## src/rtl/key_regfile_if.sv

```systemverilog
// Bus bundle for the key register file: one write port, two registered
// read ports and the scrub control/status lines.
interface key_regfile_if #(
  parameter int B = 8,
  parameter int W = 4
);
  logic         W_E;
  logic [W-1:0] W_A;
  logic [B-1:0] W_D;
  logic         R_E0;
  logic [W-1:0] R_A0;
  logic         R_E1;
  logic [W-1:0] R_A1;
  logic [B-1:0] R_D0;
  logic [B-1:0] R_D1;
  logic         R_V0;
  logic         R_V1;
  logic         zero;
  logic         busy;
  logic         w_drop;

  // Control path side: issues writes, reads and scrub commands.
  modport master (
    output W_E, W_A, W_D, R_E0, R_A0, R_E1, R_A1, zero,
    input  R_D0, R_D1, R_V0, R_V1, busy, w_drop
  );

  // Register file side.
  modport slave (
    input  W_E, W_A, W_D, R_E0, R_A0, R_E1, R_A1, zero,
    output R_D0, R_D1, R_V0, R_V1, busy, w_drop
  );
endinterface

```

## src/rtl/key_regfile_2r1w.sv

```systemverilog
// Key storage register file: 1 write port, 2 registered read ports,
// per-entry valid bits and a scrub sequencer that zeroes every word after
// reset or on a zero command so no key material survives.
module key_regfile_2r1w #(
  parameter int B = 8,
  parameter int W = 4
) (
  input  logic          clk,
  input  logic          clr,
  key_regfile_if.slave  bus
);

  localparam int DEPTH = 2 ** W;

  typedef enum logic {IDLE, SCRUB} state_t;

  state_t       state, state_nxt;
  logic [W-1:0] ptr, ptr_nxt;
  logic [B-1:0] mem [DEPTH];
  logic [DEPTH-1:0] valid;

  logic         scrubbing;
  logic         wr_acc;
  logic         wr_ref;
  logic         scrub_start;
  logic [B-1:0] rd0_nxt, rd1_nxt;
  logic         rv0_nxt, rv1_nxt;

  assign scrubbing   = (state == SCRUB);
  assign bus.busy    = clr | scrubbing;
  // A write lands only in IDLE with no zero command and no reset.
  assign wr_acc      = bus.W_E & ~bus.busy & ~bus.zero;
  // Refusals are never flagged during reset.
  assign wr_ref      = bus.W_E & ~clr & (scrubbing | bus.zero);
  assign scrub_start = ~clr & ~scrubbing & bus.zero;

  // Next-state logic of the scrub sequencer.
  always_comb begin
    // NOTE: defaults first so every path assigns both outputs; no latch.
    state_nxt = state;
    ptr_nxt   = ptr;
    unique case (state)
      IDLE: begin
        if (bus.zero) begin
          state_nxt = SCRUB;
          ptr_nxt   = '0;
        end
      end
      SCRUB: begin
        ptr_nxt = ptr + 1'b1;
        if (ptr == W'(DEPTH - 1)) state_nxt = IDLE;
      end
      default: state_nxt = IDLE;
    endcase
  end

  // State and scrub pointer registers; reset restarts the sweep from 0.
  always_ff @(posedge clk) begin
    // NOTE: non-blocking assignments for all sequential state.
    if (clr) begin
      state <= SCRUB;
      ptr   <= '0;
    end else begin
      state <= state_nxt;
      ptr   <= ptr_nxt;
    end
  end

  // Storage array: cleared by the scrub sweep, otherwise written by the port.
  always_ff @(posedge clk) begin
    // NOTE: the array has no reset branch; the scrub sweep clears it, which
    // keeps it mappable to plain RAM/flops without a reset tree.
    if (!clr) begin
      if (scrubbing)   mem[ptr]     <= '0;
      else if (wr_acc) mem[bus.W_A] <= bus.W_D;
    end
  end

  // Valid vector: wiped on reset or scrub start, set by accepted writes.
  always_ff @(posedge clk) begin
    if (clr || scrub_start) valid <= '0;
    else if (wr_acc)        valid[bus.W_A] <= 1'b1;
  end

  // Refused-write pulse, one cycle after the offending W_E.
  always_ff @(posedge clk) begin
    if (clr) bus.w_drop <= 1'b0;
    else     bus.w_drop <= wr_ref;
  end

  // Port 0 lookup: write-first bypass, then blanking of invalid/busy reads.
  always_comb begin
    rd0_nxt = '0;
    rv0_nxt = 1'b0;
    if (wr_acc && (bus.W_A == bus.R_A0)) begin
      rd0_nxt = bus.W_D;
      rv0_nxt = 1'b1;
    end else if (!bus.busy && valid[bus.R_A0]) begin
      rd0_nxt = mem[bus.R_A0];
      rv0_nxt = 1'b1;
    end
  end

  // Port 1 lookup, identical rules to port 0.
  always_comb begin
    rd1_nxt = '0;
    rv1_nxt = 1'b0;
    if (wr_acc && (bus.W_A == bus.R_A1)) begin
      rd1_nxt = bus.W_D;
      rv1_nxt = 1'b1;
    end else if (!bus.busy && valid[bus.R_A1]) begin
      rd1_nxt = mem[bus.R_A1];
      rv1_nxt = 1'b1;
    end
  end

  // Read port 0 output registers; hold when not enabled.
  always_ff @(posedge clk) begin
    if (clr) begin
      bus.R_D0 <= '0;
      bus.R_V0 <= 1'b0;
    end else if (bus.R_E0) begin
      bus.R_D0 <= rd0_nxt;
      bus.R_V0 <= rv0_nxt;
    end
  end

  // Read port 1 output registers; hold when not enabled.
  always_ff @(posedge clk) begin
    if (clr) begin
      bus.R_D1 <= '0;
      bus.R_V1 <= 1'b0;
    end else if (bus.R_E1) begin
      bus.R_D1 <= rd1_nxt;
      bus.R_V1 <= rv1_nxt;
    end
  end

endmodule

```

## src/flat_wrapper.sv

```systemverilog
// flat-port wrapper written by rule: the top's interface ports become plain ports
module key_regfile_2r1w_flat 
#(
  parameter int B = 8,
  parameter int W = 4
)
  (clk, clr, bus_W_E, bus_W_A, bus_W_D, bus_R_E0, bus_R_A0, bus_R_E1, bus_R_A1, bus_zero, bus_R_D0, bus_R_D1, bus_R_V0, bus_R_V1, bus_busy, bus_w_drop);
  key_regfile_if #(.B(B), .W(W)) bus_i ();
  input  logic clk;
  input  logic clr;
  input wire logic [$bits(bus_i.W_E)-1:0] bus_W_E;
  input wire logic [$bits(bus_i.W_A)-1:0] bus_W_A;
  input wire logic [$bits(bus_i.W_D)-1:0] bus_W_D;
  input wire logic [$bits(bus_i.R_E0)-1:0] bus_R_E0;
  input wire logic [$bits(bus_i.R_A0)-1:0] bus_R_A0;
  input wire logic [$bits(bus_i.R_E1)-1:0] bus_R_E1;
  input wire logic [$bits(bus_i.R_A1)-1:0] bus_R_A1;
  input wire logic [$bits(bus_i.zero)-1:0] bus_zero;
  output wire logic [$bits(bus_i.R_D0)-1:0] bus_R_D0;
  output wire logic [$bits(bus_i.R_D1)-1:0] bus_R_D1;
  output wire logic [$bits(bus_i.R_V0)-1:0] bus_R_V0;
  output wire logic [$bits(bus_i.R_V1)-1:0] bus_R_V1;
  output wire logic [$bits(bus_i.busy)-1:0] bus_busy;
  output wire logic [$bits(bus_i.w_drop)-1:0] bus_w_drop;
  assign bus_i.W_E = bus_W_E;
  assign bus_i.W_A = bus_W_A;
  assign bus_i.W_D = bus_W_D;
  assign bus_i.R_E0 = bus_R_E0;
  assign bus_i.R_A0 = bus_R_A0;
  assign bus_i.R_E1 = bus_R_E1;
  assign bus_i.R_A1 = bus_R_A1;
  assign bus_i.zero = bus_zero;
  assign bus_R_D0 = bus_i.R_D0;
  assign bus_R_D1 = bus_i.R_D1;
  assign bus_R_V0 = bus_i.R_V0;
  assign bus_R_V1 = bus_i.R_V1;
  assign bus_busy = bus_i.busy;
  assign bus_w_drop = bus_i.w_drop;
  key_regfile_2r1w #(.B(B), .W(W)) u_core (.clk(clk), .clr(clr), .bus(bus_i));
endmodule
```

## config.mk

```make
export PLATFORM = sky130hd
export DESIGN_NAME = key_regfile_2r1w_flat
export DESIGN_NICKNAME = d
export VERILOG_FILES = /design/src/rtl/key_regfile_if.sv /design/src/rtl/key_regfile_2r1w.sv /design/src/flat_wrapper.sv
export SDC_FILE = /design/constraint.sdc
export NUM_CORES = 1
export LEC_CHECK = 0
export BUFFER_PORTS_ARGS = -buffer_cell sky130_fd_sc_hd__buf_4
export CORE_MARGIN = 2
export CORE_UTILIZATION = 41
export CTS_BUF_LIST = sky130_fd_sc_hd__clkbuf_4
export DETAILED_ROUTE_END_ITERATION = 10
export SLEW_MARGIN = 30
export SYNTH_ARGS = -nofsm -noshare
export SYNTH_HDL_FRONTEND = slang
export SYNTH_SLANG_ARGS = --single-unit
export TNS_END_PERCENT = 5
```

## constraint.sdc

```tcl
create_clock -name clk -period 3.5 [get_ports clk]
set_clock_uncertainty 0.15 [all_clocks]
set_input_delay 0.175 -clock clk [delete_from_list [all_inputs] [get_ports clk]]
set_output_delay 0.175 -clock clk [all_outputs]
set_load 0.05 [all_outputs]
```

==> Word level (Yosys, flattened, before mapping) <==
Memories as Yosys holds them, arrays and structs flattened.
Index checks and enable logic that the tools add are counted.
Widths: inputs -> output; s select.
{ "totals": {"register_bits": 40, "ram_bits": 128, "in_bits": 26, "out_inout_bits": 20, "word_cells": 68, "memories": 1} }
{ "classes": {"add_sub_neg": 1, "n_lt_le_gt_ge": 4, "eq_ne": 4, "n_mux": 29, "bitwise": 13, "reduce_logical": 8} }
{ "mem_list": {"columns": ["memory", "depth", "word_bits", "rd", "rd_ports_with_merged_regs", "write_ports", "line_no", "rtl"], "rows": [
  ["u_core.mem", 16, 8, 2, 0, 1, "key_regfile_2r1w.sv:19", "logic [B-1:0] mem [DEPTH];"]
]} }
{ "ops": {"columns": ["operator", "count"], "rows": [
  ["$mux 8", 5],
  ["$mux 1", 17],
  ["$or 16x16->16", 1],
  ["$lt 4x5->1 const B", 3],
  ["$bmux 1 s4", 2],
  ["$eq 4x4->1", 2],
  ["$mux 4", 2],
  ["$pmux 4 s2", 1],
  ["$reduce_or 8->1", 1],
  ["$and 1x1->1", 6],
  ["$logic_and 1x1->1", 5],
  ["$add 4x1->4 const B", 1],
  ["$demux 1 s4", 1],
  ["$eq 4x4->1 const B", 1],
  ["$ge 4x1->1 const B", 1],
  ["$not 1->1", 4],
  ["$ne 2x2->1 const B", 1],
  ["$or 1x1->1", 2],
  ["$pmux 1 s2", 1],
  ["$logic_not 1->1", 1],
  ["$logic_or 1x1->1", 1]
]} }

==> Depth between registers and ports, before layout <==
Gate-level depths: netlist of the first run.
{ "logic_depth": {"depth_word": 10, "mapped_depth": 7, "mapped_depth_nobuf": 5} }

==> Worst setup path before layout of the first run <==
Ideal clock, no wire load.
{ "synth_timing": {"path_kind": "register to register", "startpoint": "register u_core.state, in the netlist u_core.scrubbing", "endpoint": "memory u_core.mem[2][0], enable pin", "setup_ns": 0.370, "arrival_time_ns": 1.756, "t_required_ns": 2.980, "path_slack_ns": 1.224, "path_stages_with_launch": 7, "path_buffers": 1, "cell_sequence": "dfxtp_1 -> nor4b_2 -> buf_2 -> nand2_1 -> nor2_1 -> nor2_1 -> nor2_1"} }
{ "synth_via": {"elab_chain_len": 10, "word_cells_on_any_way": 14} }
{ "synth_lines": {"columns": ["element", "line_no", "rtl"], "rows": [
  ["from (decl)", "key_regfile_2r1w.sv:17", "state_t state, state_nxt;"],
  ["from (signal assigned)", "key_regfile_2r1w.sv:64", "state <= state_nxt;"],
  ["$or 1x1->1", "key_regfile_2r1w.sv:30", "assign bus.busy = clr | scrubbing;"],
  ["$not 1->1", "key_regfile_2r1w.sv:32", "assign wr_acc = bus.W_E & ~bus.busy & ~bus.zero;"],
  ["$and 1x1->1 (2 in series)", "key_regfile_2r1w.sv:32", null],
  ["$mux 1", "key_regfile_2r1w.sv:75", "else if (wr_acc) mem[bus.W_A] <= bus.W_D;"],
  ["$mux 1", "key_regfile_2r1w.sv:74", "if (scrubbing) mem[ptr] <= '0;"],
  ["$mux 1", "key_regfile_2r1w.sv:73", "if (!clr) begin"],
  ["$mux 1 (not written as such)", "key_regfile_2r1w.sv:75", null],
  ["$reduce_or 8->1 (no line)", null, null],
  ["$mux 4 (no line) or $mux 1 (tied branches)", null, null],
  ["to (decl)", "key_regfile_2r1w.sv:19", null]
]} }
Several ways; a longest one is shown, not always the timed one.

==> Final worst setup path of the first run <==
{ "layout_timing": {"startpoint": "register u_core.state, in the netlist u_core.scrubbing", "endpoint": "memory u_core.mem[13][1], enable pin"} }
The elaborated chain is that of the path after synthesis.

==> results of run 1 <==
cell families after synthesis:
kind of cell    synth area share, %
buf+inv                        3.33
xor+xnor                      0.955
fa+ha+maj                     0.151
compound gates                 7.08
flops                          56.2
mux                            25.8
simple gates                   6.41
power by group through the flow:
stage | logic (uW) | registers, uW | clock network (uW)
finish | 419 | 2180 | 1180
global route | 442 | 2180 | 1270
CTS | 420 | 2180 | 1200
detailed placement | 400 | 2220 | 0
global placement | 395 | 2220 | 0
floorplan | 254 | 2240 | 0
metrics by stage:
| step | std cells | power [uW] | setup slack [ps] | instance area, um^2 | util (%) |
|---|---|---|---|---|---|
| 2_1_floorplan | 546 | 2500 | 1220 | 8260 | - |
| 3_3_place_gp | 832 | 2610 | 579 | 8790 | 44.9 |
| 3_5_place_dp | 832 | 2620 | 494 | 8790 | 44.9 |
| 4_1_cts | 890 | 3790 | 466 | 9360 | 47.8 |
| 5_1_grt | 890 | 3900 | 203 | 9360 | 47.8 |
| 6_report | 890 | 3780 | 438 | 9360 | 47.8 |
final cells by class:
cell class                 instances  area share (%)
multi-input combinational        328            35.7
clock inverter                    15            1.89
inverter                          15           0.602
tap                              265            3.54
clock buffer                      17            1.36
timing repair buffer              82            7.28
sequential                       168            49.6
state kept, by name, summed over array words and instances, names as in the netlist, 4 cells and up:
register and count:
u_core.bus.R_D0 8, u_core.ptr 4, u_core.valid 16, u_core.bus.R_D1 8, u_core.mem 128
worst max-delay path, delay by kind of cell, from the launching register on:
| family | cells | cell delay, ps |
|---|---|---|
| flops | 1 | 490 |
| simple gates | 4 | 1800 |
| compound gates | 1 | 250 |
cell usage after synthesis, types with 2 or more instances:
cell type / count / area [um^2]
edfxtp_1: 128 / 3840
mux4_2: 68 / 1530
nor2_1: 63 / 236
mux2i_1: 41 / 410
dfxtp_1: 40 / 801
a21oi_1: 29 / 145
mux2_2: 17 / 191
nand2_1: 17 / 63.8
inv_1: 15 / 56.3
a211o_1: 14 / 123
buf_2: 14 / 70.1
o21a_1: 14 / 105
clkbuf_1: 10 / 37.5
nor3_1: 9 / 45.0
xnor2_1: 8 / 70.1
a31oi_1: 5 / 31.3
nor2b_1: 5 / 31.3
a22oi_1: 4 / 30.0
buf_4: 4 / 30.0
buf_6: 3 / 33.8
nand4_1: 3 / 18.8
a21o_1: 2 / 15.0
buf_1: 2 / 7.51
buf_12: 2 / 40.0
nand2b_1: 2 / 12.5
nor3b_1: 2 / 15.0
nor4b_4: 2 / 47.6
o2111a_1: 2 / 22.5
o21ai_0: 2 / 10.0
o21ai_1: 2 / 10.0
o22ai_2: 2 / 25.0
o32ai_2: 2 / 32.5
timing repair:
action	in CTS	in global routing
hold buffers	26	0
endpoints found under the setup margin	0	0
buffers inserted	0	0
hold endpoints to repair	39	0
worst min-delay path by stage:
stage	to	slack, ps	depth (start not counted)	start
2_1_floorplan	u_core.bus.w_drop	190	1	bus_W_E
3_3_place_gp	u_core.valid[15]	330	2	u_core.valid[15]
3_5_place_dp	u_core.valid[3]	330	2	u_core.valid[3]
4_1_cts	u_core.bus.R_V1	130	4	bus_R_A1[3]
5_1_grt	u_core.bus.R_V1	180	4	bus_R_A1[3]
6_report	u_core.bus.R_V1	170	4	bus_R_A1[3]
routing by layer:
metal	vias up	global-route usage (%)	wire length [um]
met5	-	0	0
met2	158	34.3	10800
met4	0	9.07	665
met3	37	3.29	1080
li1	2297	-	-
met1	2701	27.2	8900
==> reports/qor.txt, run 1 <==
Worst Setup SP: u_core.scrubbing
final slew viol count: 0
vias per cell: 5.83
P_sw: 1050 uW
CTS tree: done
CTS max path bufs: 2
row cnt: 51
CTS root buf: clkbuf_4
cells resized by post-CTS repair: 0
combinational power share: 11.1%
global-route wire length before repair: 32300 um
DRT iter0 DRCs: 367
Total GRT Usage: 20.7%
Post-synth EDFFs: 128
Clock Sinks: 168
LEAKAGE: 0.00307 uW
worst reg2reg path startpoint: u_core.scrubbing
worst path required time: 3580 ps
CP arrival: 3150 ps
Cell Int Power: 2730 uW
die area: 0.0213 mm^2
footprint of the multi-input gates: 0.00334 mm^2
most frequent cells in the layout: edfxtp_1 (128), mux4_2 (68), nor2_1 (63), buf_4 (56), mux2i_1 (41)
storage element area: 0.00464 mm^2
WL final: 21500 um
Slew HR: 47.1%
Yosys cell types: 45
Yosys reg bits: 168
Synth Instances: 546
reg2reg setup slack: 440 ps
routed via count: 5193
Final min period: 3060 ps
Pre-antenna DRT Iters: 7
capturing point of the worst reg2reg path: u_core.mem[13][1]
max-cap violation count: 0
Die Y: 146 um
Post-Syn Area per Cell: 15.1 um^2
Hold Violations, Final: 0
critical path capture point type: register
Clock Latency Late Sink: 590 ps
clock-pin slew on the worst setup and hold paths: 150 ps
register area share after synthesis: 56.2%
core area: 0.0196 mm^2
crit path capture: u_core.mem[13][1]
Ant. Diodes: 0
Cell Pwr Density: 404 mW/mm^2
Top cell by count, worst path: nor2_1
fillcell total: 1724
R2R depth: 5
final setup vio count: 0
DP Wirelength: 14800 um
pin count of the biggest net entering global routing: 37
post-synth net total: 573
Fmax: 327 MHz
most common cell after layout, fill and taps aside: edfxtp_1
setup total negative slack: 0 ps
maximum VDD drop: 0.241 mV
RSZ-0062 raised after global routing: false
Initial Util: 42.2%
WL per Instance: 24.1 um
worst hold slack: 166 ps
Total Nets Final: 639
critical path cell sequence: nor2_1, nand3b_1, nor3b_1, a31oi_1, nor2_1
share of layout cells above drive strength 1: 29.1%
sequential power share: 57.6%
critical path's slowest cell: nor2_1
fin crit share: 87.5%
Synth Flop Type: edfxtp_1
initial antenna violation count: 0
# DRC: 0
worst slew pin tran: 792 ps
Crit Path Class: register to register
Inserted Clock Buffers: 17
Syn Std Cell Area: 0.00826 mm^2
startpoint types: register
status: finished clean
die width: 146 um
CP peak stage delay: 620 ps
Detail Route Antenna Nets: 0
RD Place Congestion: 0.843
total global routing overflow: 0
sw frac: 27.8%
area delta synth->final: 13.3%
vias in the first global route: 5348
clock network power share: 31.3%
highest net fanout along the worst path: 16
Async S/R FF share, synth: 0%
worst hold-check path type: input pin to register
num ports: 46
H-tree Lvls: 4
PortBufs: 45
yosys warns: 0
No activity file was read; power rests on OpenSTA's default activity.
==> run 2, diff against run 1 <==
--- a/config.mk
+++ b/config.mk
@@ -10,6 +10,7 @@
 export CORE_UTILIZATION = 41
 export CTS_BUF_LIST = sky130_fd_sc_hd__clkbuf_4
 export DETAILED_ROUTE_END_ITERATION = 10
+export REMOVE_ABC_BUFFERS = 1
 export SLEW_MARGIN = 30
 export SYNTH_ARGS = -nofsm -noshare
 export SYNTH_HDL_FRONTEND = slang
==> reports/qor.txt, run 2 (synthesized netlist as in run 1, its figures left out) <==
core area: 0.0196 mm^2
num ports: 46
Initial Util: 42.2%
DP Wirelength: 13900 um
max-cap violation count: 0
Pre-antenna DRT Iters: 5
# DRC: 0
Total GRT Usage: 19.7%
CP peak stage delay: 640 ps
global-route wire length before repair: 31000 um
Inserted Clock Buffers: 17
Clock Sinks: 168
DRT iter0 DRCs: 484
family with the most delay on the worst path: simple AND/OR/NAND/NOR gates
most common cell after layout, fill and taps aside: edfxtp_1
total global routing overflow: 0
final slew viol count: 0
highest net fanout along the worst path: 16
worst hold-check path type: input pin to register
capturing point of the worst reg2reg path: u_core.mem[13][7]
Die Y: 146 um
Fmax: 327 MHz
maximum VDD drop: 0.240 mV
most frequent cells in the layout: edfxtp_1 (128), mux4_2 (68), nor2_1 (63), buf_4 (62), mux2i_1 (41)
vias per cell: 5.77
initial antenna violation count: 1
reg2reg setup slack: 450 ps
Buffers & Inverters on Critical Path: 0
overall power: 3750 uW
final setup vio count: 0
Hold Violations, Final: 0
critical path capture point type: register
pin count of the biggest net entering global routing: 31
Regs by FF count: u_core.mem x128, u_core.valid x16
CTS max path bufs: 2
row cnt: 51
Largest register FFs: 128
LEAKAGE: 0.00309 uW
Crit Path Class: register to register
WL per Instance: 22.5 um
routed via count: 5157
RSZ-0062 raised after global routing: false
Final min period: 3050 ps
CTS root buf: clkbuf_4
hold path depth: 3
share of layout cells above drive strength 1: 29.6%
R2R depth: 5
PortBufs: 45
WL final: 20100 um
die width: 146 um
area delta synth->final: 13.5%
Slew HR: 39.5%
CP arrival: 3110 ps
Clock Latency Late Sink: 570 ps
worst reg2reg path startpoint: u_core.scrubbing
clock-pin slew on the worst setup and hold paths: 160 ps
status: finished clean
Largest Register: u_core.mem
worst hold endpoint: u_core.mem[8][6]
die area: 0.0213 mm^2
vias in the first global route: 5343
startpoint types: register
CTS tree: done
Total Nets Final: 643
H-tree Lvls: 4
fin crit share: 87.3%
hold path startpoint: bus_W_D[6]
worst path required time: 3550 ps
RD Place Congestion: 0.893
critical path cell sequence: nor2_1, nand3b_1, nor3b_1, a31oi_1, nor2_1
setup total negative slack: 0 ps
worst slew pin tran: 905 ps
Top cell by count, worst path: nor2_1
Detail Route Antenna Nets: 0
critical path's slowest cell: nor3b_1
Cell Pwr Density: 400 mW/mm^2
## run 2: cell count changes in the layout (fill, tap and decap cells not counted), sizes merged
cell and change:
buf +6, bufinv +1, diode +1, dlygate4sd3 -2
inv -2
## run 2: metal layers
| layer | vias to the layer above | wire length (um) | track usage [%] | share of wire [%] |
|---|---|---|---|---|
| li1 | 2298 | - | - | - |
| met1 | 2648 | 8610 | 25.9 | 43 |
| met2 | 186 | 10100 | 33.4 | 50 |
| met3 | 25 | 1070 | 4.01 | 5.3 |
| met4 | 0 | 316 | 5.64 | 1.6 |
| met5 | - | 0 | 0 | 0 |
## run 2: what timing repair did
item / 4_1_cts / 5_1_grt
hold endpoints to repair: 39 / 0
hold buffers: 24 / 0
resized for setup: 0 / 0
buffers inserted: 0 / 0
endpoints found under the setup margin: 0 / 0
## run 2: layout make-up
class	instances	area, um^2
timing repair buffer	86	706
fill	1718	10200
sequential	168	4640
tap	265	332
clock buffer	17	128
clock inverter	14	164
multi-input combinational	328	3340
inverter	15	56.3
antenna	1	2.50
## run 2: worst max-delay path by stage
| stage | from | end | slack, ps | cells after the start |
|---|---|---|---|---|
| 2_1_floorplan | u_core.scrubbing | u_core.mem[2][0] | 930 | 5 |
| 3_3_place_gp | u_core.scrubbing | u_core.mem[12][0] | 610 | 5 |
| 3_5_place_dp | u_core.scrubbing | u_core.mem[12][0] | 500 | 5 |
| 4_1_cts | u_core.scrubbing | u_core.mem[13][4] | 460 | 5 |
| 5_1_grt | u_core.scrubbing | u_core.mem[13][7] | 10 | 5 |
| 6_report | u_core.scrubbing | u_core.mem[13][7] | 450 | 5 |
## run 2: power by group
| part | switching [uW] | total [uW] | leakage, uW | internal [uW] |
|---|---|---|---|---|
| Sequential | 21.4 | 2170 | 0.00133 | 2150 |
| Combinational | 228 | 412 | 0.00160 | 183 |
| Clock | 721 | 1160 | 0.000155 | 442 |
| Total | 971 | 3750 | 0.00309 | 2780 |
## run 2: metrics by stage
step / worst slack, ps / std cells / hold slack [ps] / area [um^2] / utilization [%]
floorplan: 926 / 511 / 97.1 / 8040 / -
global placement: 606 / 838 / 308 / 8840 / 45.1
detailed placement: 500 / 838 / 323 / 8840 / 45.1
CTS: 456 / 893 / 115 / 9370 / 47.8
global route: 10.0 / 894 / 143 / 9370 / 47.8
finish: 446 / 894 / 148 / 9370 / 47.8
## run 2: worst min-delay path: stages
cell and delay [ps]:
buf_4 120, nand2_1 110, inv_1 230
